$ cat src/rtl/water_led_pkg.sv
// rtl/water_led_pkg.sv - shared encodings and constants for the water-light step sequencer
package water_led_pkg;

    typedef enum logic [1:0] {
        MODE_UP       = 2'b00,
        MODE_DOWN     = 2'b01,
        MODE_PINGPONG = 2'b10,
        MODE_HOLD     = 2'b11
    } mode_e;

    localparam int CLK_HZ  = 12_000_000;
    localparam int HEART_W = 4;

    // Terminal divider count for a speed setting: 2^(3-speed)-1.
    function automatic logic [2:0] speed_term(input logic [1:0] speed);
        return 3'b111 >> speed;
    endfunction

endpackage

$ cat src/rtl/tick_prescaler.sv
// rtl/tick_prescaler.sv - free-running base tick prescaler, frozen while en_in is low
module tick_prescaler #(
    parameter int PRESCALE = 1_500_000
) (
    input  logic clk_in,
    input  logic rst_n_in,
    input  logic en_in,
    output logic tick_out
);

    localparam int             CW   = $clog2(PRESCALE);
    localparam logic [CW-1:0]  TERM = CW'(PRESCALE - 1);

    logic [CW-1:0] cnt_q;
    logic [CW-1:0] cnt_d;

    // Gated by the live enable so a pause on the terminal cycle suppresses the tick.
    assign tick_out = en_in && (cnt_q == TERM);

    always_comb begin
        cnt_d = cnt_q;
        if (en_in) begin
            cnt_d = tick_out ? '0 : cnt_q + CW'(1);
        end
    end

    always_ff @(posedge clk_in or negedge rst_n_in) begin
        if (!rst_n_in) begin
            cnt_q <= '0;
        end else begin
            cnt_q <= cnt_d;
        end
    end

endmodule

$ cat src/rtl/heart_cnt_gen.sv
// rtl/heart_cnt_gen.sv - programmable step sequencer producing the LED position index
module heart_cnt_gen
    import water_led_pkg::*;
#(
    parameter int PRESCALE = 1_500_000,
    parameter int LED_NUM  = 8
) (
    input  logic               clk_in,
    input  logic               rst_n_in,
    input  logic               run_in,
    input  logic [1:0]         mode_in,
    input  logic [1:0]         speed_in,
    output logic [HEART_W-1:0] heart_cnt,
    output logic               step_out,
    output logic               wrap_out
);

    localparam logic [HEART_W-1:0] LAST = HEART_W'(LED_NUM - 1);
    localparam logic [HEART_W-1:0] ONE  = HEART_W'(1);

    logic               base_tick;
    logic               step_en;
    mode_e              mode;
    logic [2:0]         div_q, div_d;
    logic [1:0]         speed_q, speed_d;
    logic [HEART_W-1:0] heart_q, heart_d;
    logic               dir_up_q, dir_up_d;
    logic               step_q, step_d;
    logic               wrap_q, wrap_d;

    tick_prescaler #(.PRESCALE(PRESCALE)) u_prescaler (
        .clk_in   (clk_in),
        .rst_n_in (rst_n_in),
        .en_in    (run_in),
        .tick_out (base_tick)
    );

    assign mode = mode_e'(mode_in);

    always_comb begin
        speed_d  = speed_in;
        step_en  = base_tick && (div_q == speed_term(speed_q));
        div_d    = div_q;
        heart_d  = heart_q;
        dir_up_d = dir_up_q;
        step_d   = 1'b0;
        wrap_d   = 1'b0;

        // A speed change restarts the divider so the new period starts cleanly.
        if (speed_in != speed_q) begin
            div_d = '0;
        end else if (base_tick) begin
            div_d = step_en ? 3'd0 : div_q + 3'd1;
        end

        if (step_en && (mode != MODE_HOLD)) begin
            step_d = 1'b1;
            case (mode)
                MODE_UP: begin
                    wrap_d  = (heart_q == LAST);
                    heart_d = wrap_d ? '0 : heart_q + ONE;
                end
                MODE_DOWN: begin
                    wrap_d  = (heart_q == '0);
                    heart_d = wrap_d ? LAST : heart_q - ONE;
                end
                MODE_PINGPONG: begin
                    // Reverse at an endpoint so it is shown once per sweep.
                    if (dir_up_q) begin
                        wrap_d   = (heart_q == LAST);
                        dir_up_d = !wrap_d;
                        heart_d  = wrap_d ? LAST - ONE : heart_q + ONE;
                    end else begin
                        wrap_d   = (heart_q == '0);
                        dir_up_d = wrap_d;
                        heart_d  = wrap_d ? ONE : heart_q - ONE;
                    end
                end
                default: begin
                    step_d = 1'b0;
                end
            endcase
        end
    end

    always_ff @(posedge clk_in or negedge rst_n_in) begin
        if (!rst_n_in) begin
            div_q    <= '0;
            speed_q  <= 2'b00;
            heart_q  <= '0;
            dir_up_q <= 1'b1;
            step_q   <= 1'b0;
            wrap_q   <= 1'b0;
        end else begin
            div_q    <= div_d;
            speed_q  <= speed_d;
            heart_q  <= heart_d;
            dir_up_q <= dir_up_d;
            step_q   <= step_d;
            wrap_q   <= wrap_d;
        end
    end

    assign heart_cnt = heart_q;
    assign step_out  = step_q;
    assign wrap_out  = wrap_q;

endmodule

$ cat config.mk
export PLATFORM = sky130hd
export DESIGN_NAME = heart_cnt_gen
export DESIGN_NICKNAME = d
export VERILOG_FILES = /design/src/rtl/water_led_pkg.sv /design/src/rtl/tick_prescaler.sv /design/src/rtl/heart_cnt_gen.sv
export SDC_FILE = /design/constraint.sdc
export NUM_CORES = 1
export LEC_CHECK = 0
export BUFFER_PORTS_ARGS = -buffer_cell sky130_fd_sc_hd__buf_2
export CAP_MARGIN = 20
export CELL_PAD_IN_SITES_DETAIL_PLACEMENT = 1
export CELL_PAD_IN_SITES_GLOBAL_PLACEMENT = 1
export CORE_MARGIN = 2
export CORE_UTILIZATION = 47
export CTS_CLUSTER_SIZE = 28
export DETAILED_ROUTE_END_ITERATION = 7
export PLACE_DENSITY = 0.76
export SKIP_LAST_GASP = 1
export SYNTH_ARGS = -nofsm -noshare
export SYNTH_HDL_FRONTEND = slang
export SYNTH_HIERARCHICAL = 1
export SYNTH_SLANG_ARGS = --single-unit
$ cat constraint.sdc
create_clock -name clk_in -period 3.55 [get_ports clk_in]
set_input_delay 0.1775 -clock clk_in [delete_from_list [all_inputs] [get_ports clk_in]]
set_output_delay 0.1775 -clock clk_in [all_outputs]
set_load 0.005 [all_outputs]
After elaboration in Yosys (flattened, before gate mapping)
Index checks and enable logic that the tools add are counted.
{"block": "totals", "reg_bits": 33, "mem_count": 0, "mem_bits_rw": 0, "mem_bits_ro": 0, "input_bits": 7, "latchBits": 0, "output_inout_bits": 6}
{"block": "op_classes", "reduce_logical": 11, "div_mod_pow": 0, "multipliers": 0, "magnitude_cmp": 0, "bitwise": 0, "shifts": 1, "mux": 16, "n_addsub": 4, "eq_ne": 7}
{"op": "$add A21 B1 Y21 const B", "count": 1}
{"op": "$eq A21 B21 Y1 const B", "count": 1}
{"op": "$mux W21", "count": 1}
{"op": "$mux W4", "count": 5}
{"op": "$pmux W4 S3", "count": 1}
{"op": "$mux W3", "count": 3}
{"op": "$mux W1", "count": 5}
{"op": "$add A4 B1 Y4 const B", "count": 1}
{"op": "$eq A4 B3 Y1 const B", "count": 1}
{"op": "$logic_not A4 Y1", "count": 1}
{"op": "$reduce_and A2 Y1", "count": 2}
{"op": "$sub A4 B1 Y4 const B", "count": 1}
{"op": "$add A3 B1 Y3 const B", "count": 1}
{"op": "$eq A3 B3 Y1", "count": 1}
{"op": "$logic_and A1 B1 Y1", "count": 3}
{"op": "$pmux W1 S3", "count": 1}
{"op": "$reduce_bool A3 Y1", "count": 1}
{"op": "$reduce_or A3 Y1", "count": 1}
{"op": "$shr A3 B2 Y3 const A", "count": 1}
{"op": "$eq A2 B1 Y1 const B", "count": 1}
{"op": "$eq A2 B2 Y1 const B", "count": 1}
{"op": "$logic_not A2 Y1", "count": 1}
{"op": "$ne A2 B2 Y1", "count": 1}
{"op": "$ne A2 B2 Y1 const B", "count": 1}
{"op": "other kinds (2)", "count": 2}

Depth between registers and ports, before layout
{"block": "logic_depth", "ltp_word": 6, "mapped_depth": 11, "ltp_nobuf": 9}

Hierarchy
Netlist, hierarchy kept.
{"module": "tick_prescaler", "instances": 1, "cells_each": 105, "area_per_inst_um2": 1054.8}
{"module": "heart_cnt_gen", "instances": 1, "cells_each": 97, "area_per_inst_um2": 895.9}

Worst setup path before layout
Ideal clock, no wire load.
{"block": "synth_path", "kind": "reg-to-reg", "from": "register u_prescaler.cnt_q[0]", "to": "register heart_q[1] (netlist: heart_cnt[1])", "stages_incl_launch_ff": 11, "setup_time_ns": 0.125, "slack_ns": 1.058, "period_less_slack_ns": 2.492, "n_path_buf": 2, "arrival_time_ns": 2.367, "path_cell_list": "dfrtp_1 > ha_1 > and4_1 > nand4_1 > nor2_1 > clkbuf_1 > nor2b_1 > nor2b_1 > o311a_1 > buf_4 > mux2_4"}
{"block": "synth_between", "elab_chain_len": 5}
{"element": "start: declaration", "line": "tick_prescaler.sv:14", "text": "logic [CW-1:0] cnt_q;"}
{"element": "start signal: assignment", "line": "tick_prescaler.sv:31", "text": "cnt_q <= cnt_d;"}
{"element": "$eq A21 B21 Y1", "line": "tick_prescaler.sv:18", "text": "assign tick_out = en_in && (cnt_q == TERM);"}
{"element": "$logic_and A1 B1 Y1", "line": "tick_prescaler.sv:18"}
{"element": "via base_tick", "line": "heart_cnt_gen.sv:21", "text": "logic base_tick;"}
{"element": "$logic_and A1 B1 Y1", "line": "heart_cnt_gen.sv:42", "text": "step_en = base_tick && (div_q == speed_term(speed_q));"}
{"element": "$logic_and A1 B1 Y1", "line": "heart_cnt_gen.sv:56", "text": "if (step_en && (mode != MODE_HOLD)) begin"}
{"element": "$reduce_and A2 Y1 (no source line)"}
{"element": "end signal: assignment", "line": "heart_cnt_gen.sv:97", "text": "heart_q <= heart_d;"}
{"element": "end: declaration", "line": "heart_cnt_gen.sv:26", "text": "logic [HEART_W-1:0] heart_q, heart_d;"}
The timed path passes the listed nets, and every way through them passes these cells.
A chain may end at the register's enable or synchronous reset.

Final worst setup path
Ends and elaborated chain as after synthesis.

==> results.yml <==
status:
  outcome: "finished clean"
critical_path:
  crit_top_cell: "nor2b_1"
  crit_slowest_cell: "dfrtp_1"
  critPathTopFamily: "simple AND/OR/NAND/NOR gates"
  cp.depth: 8
  crit_path_end_kind: "register"
  reg2reg_from: "u_prescaler/cnt_q[0]"
  cp.arrival_ns: 2.60
  cp_max_fo: 8
  crit_required_ns: 3.72
  cp-start-kind: "register"
  r2r_end: "heart_cnt[1]"
  regToRegSetupSlack_ns: 1.12
  critical-path-max-stage-delay_ns: 0.43
  path_cells: "ha_1 -> and4_1 -> nand4_1 -> nor2_1 -> nor2b_1 -> nor2b_1 -> o311a_1 -> mux2_4"
  crit_type: "register to register"
  worst_r2r_path_depth: 8
  cp_num_buf_inv: 0
clocking:
  cts_sinks: 33
  cts-root-buf: "clkbuf_8"
  cts_tree: "done"
  clockBufferDepth: 2
  htree_num_levels: 2
  cts.hold.buffers_added: 1
  clk_pin_slew_ns: 0.07
  cts_buffers: 5
  cts.repair.resized: 0
  post_cts_buffers: 0
  worstSkewPairLatency_ns: 0.29
yosys:
  synth.most_common_cell: "dfrtp_1"
  seq_area_frac_synth_pct: 42.40
  synth_edf_count: 0
  synthTopCellsByArea: "dfrtp_1 (41%), ha_1 (5.8%), xnor2_1 (3.6%), xor2_1 (3.6%), o21ai_0 (3.3%)"
  synth-main-ff-cell: "dfrtp_1"
  ys_async_sr_fraction_pct: 100.0
  syn_area_um2: 1951
  syn_nets: 218
  synth_top_family_by_area: "simple AND/OR/NAND/NOR gates"
  synth_seq_cells: 33
  synth_compound_area_share_pct: 12.38
  ys.warnings.count: 6
  synth.largest_area_cell: "dfrtp_1"
  synthAdderAreaFrac_pct: 5.773
  synthSimpleGateAreaFrac_pct: 26.56
  synth.top_cell.area_share_pct: 41.05
  synthMuxAreaShare_pct: 1.796
  synthTopCellsByCount: "dfrtp_1 (32), o21ai_0 (13), nand2_1 (12)"
  synth-xor-area-share_pct: 7.184
  synth_cells: 202
  yosysUniqueCellTypes: 50
  avgSynthCellArea_um2: 9.657
flow_run:
  cap_viol_max_count: 0
floorplan:
  dieArea_um2: 4681
  pin_count: 13
  initial_core_util_pct: 48.76
  die_y_um: 68.42
  die_w_um: 68.42
  fp-row-count: 23
  core_area_um2: 4000
place:
  gp_congestion: 0.8277
  dp_hpwl_um: 3320
  place_area_um2: 2046
  io_buffers: 12
  dp_cells: 260
grt:
  globalRouteOverflowTotal: 0
  grt_pass1_vias: 1633
  grtUsageTotal_pct: 22.69
  grt_pass1_wl_um: 7803
  antenna_found_initial: 0
  grt_start_max_net_pins: 34
power_and_ir_drop:
  ir_drop_uv: 188.1
  power.switching_uw: 238.9
  clockPowerShare_pct: 40.7
  power.leakage_nw: 0.9530
  netSwitchingFraction_pct: 26.24
  power_density_nw_per_um2: 419.2
  p_int_uw: 671.6
  p_seq_share_pct: 48.6
  power_frac_comb_pct: 10.7
worst_hold_path:
  worstHoldPathCells: 1
  holdPathEnd: "speed_q[0]"
  min_from: "speed_in[0]"
  hold_path.class: "input port to register"
timing:
  fin_crit_ns: 2.433
  tightest_slew_ns: 0.7386
  setup_tns_ns: 0
  fin_crit_sh_pct: 68.53
  final-hold-violation-count: 0
  setup_viol: 0
  slew_viol_final: 0
  slew_headroom_pct: 50.76
  clock_skew_ns: 0.007609
  rsz0062_at_grt: "false"
  fmax_mhz: 411.1
  timing.hold.ws_ns: 0.01452
detailed_routing:
  drtIter0Drc: 76
  post_drt_via_cell_ratio: 6.007
  route.vias.total: 1616
  ant_nets: 0
  wl_um: 4617
  drt_pre_antenna_iters: 4
  routedWlPerCell_um: 17.16
  drc_errors: 0
finish:
  final_cells: 269
  fillers: 461
  utilization_pct: 54.30
  fin_nets: 234
  final_area_um2: 2172
  drive_gt1_share_pct: 12.33
  area_delta_synth_final_pct: 11.35
  antenna_cells: 0
-- sequential cells by signal (all words and copies together) (netlist names) --
| name | cells |
|---|---|
| heart_cnt | 4 |
| step_out | 1 |
| speed_q | 2 |
| dir_up_q | 1 |
| wrap_out | 1 |
| u_prescaler/cnt_q | 21 |
| div_q | 3 |
-- per-stage QoR --
| step | power (mW) | worst slack (ns) |
|---|---|---|
| floorplan | 0.5014 | 1.058 |
| global placement | 0.5341 | 1.227 |
| detailed placement | 0.5445 | 1.121 |
| CTS | 0.9175 | 1.101 |
| global route | 0.9499 | 0.9417 |
| finish | 0.9105 | 1.117 |
-- cells in the final DEF, fill, tap and decap left out, drive strengths merged, types with 2 or more instances in the layout --
cell type  instances
o31ai              2
nand2             12
nor4bb             2
clkbuf             7
or2b               2
nand4              8
buf               13
dfrtp             32
xnor2              8
a31oi              2
nand2b             6
nor4               2
nor2              11
nor2b              4
or2                2
o211ai             2
or3                4
nor4b              2
a21oi             10
ha                 9
o221ai             2
or4                2
inv               11
mux2i              2
o21ai             14
and4               3
nor3b              4
nand3             11
nor3               5
xor2               8
-- how the worst max path moves through the flow --
stage / slack [ns] / to / from
finish: 1.12 / heart_cnt[1] / u_prescaler/cnt_q[0]
global route: 0.94 / heart_cnt[1] / u_prescaler/cnt_q[0]
CTS: 1.10 / heart_cnt[1] / u_prescaler/cnt_q[0]
detailed placement: 1.12 / heart_cnt[1] / u_prescaler/cnt_q[0]
global placement: 1.23 / heart_cnt[1] / u_prescaler/cnt_q[0]
floorplan: 1.06 / heart_cnt[1] / u_prescaler/cnt_q[0]
-- cell families after synthesis --
family                     Yosys count
and+or+nand+nor                     86
AOI/OAI and AO/OA                   39
DFF                                 33
xor gates and xnor gates            16
buffers and inverters               16
adders and majority gates            9
muxes                                3
-- per-layer routing --
layer  wire length, um  track usage, %  vias up
met4                97           10.25        0
met1              2018           27.34      819
met3               119           4.605        8
met2              2382           38.70       22
met5                 0               0        -
li1                  -               -      767
-- power groups by stage --
stage	clock, mW	combinational (mW)	sequential, mW
4_1_cts	0.378	0.0985	0.441
3_3_place_gp	0	0.0893	0.445
2_1_floorplan	0	0.0635	0.438
5_1_grt	0.392	0.111	0.447
3_5_place_dp	0	0.0966	0.448
6_report	0.371	0.0972	0.443
-- cell type report --
| type | instances | area (um2) | area share, % |
|---|---|---|---|
| clock inverters | 1 | 30.03 | 1.382 |
| multi-input cells | 153 | 1047 | 48.21 |
| clock buffers | 7 | 86.33 | 3.975 |
| inverters | 11 | 41.29 | 1.901 |
| flip-flops and latches | 33 | 827.0 | 38.08 |
| repair buffers | 14 | 77.57 | 3.571 |
| well taps | 50 | 62.56 | 2.880 |
Note: power is estimated with default switching activity, not from simulation.
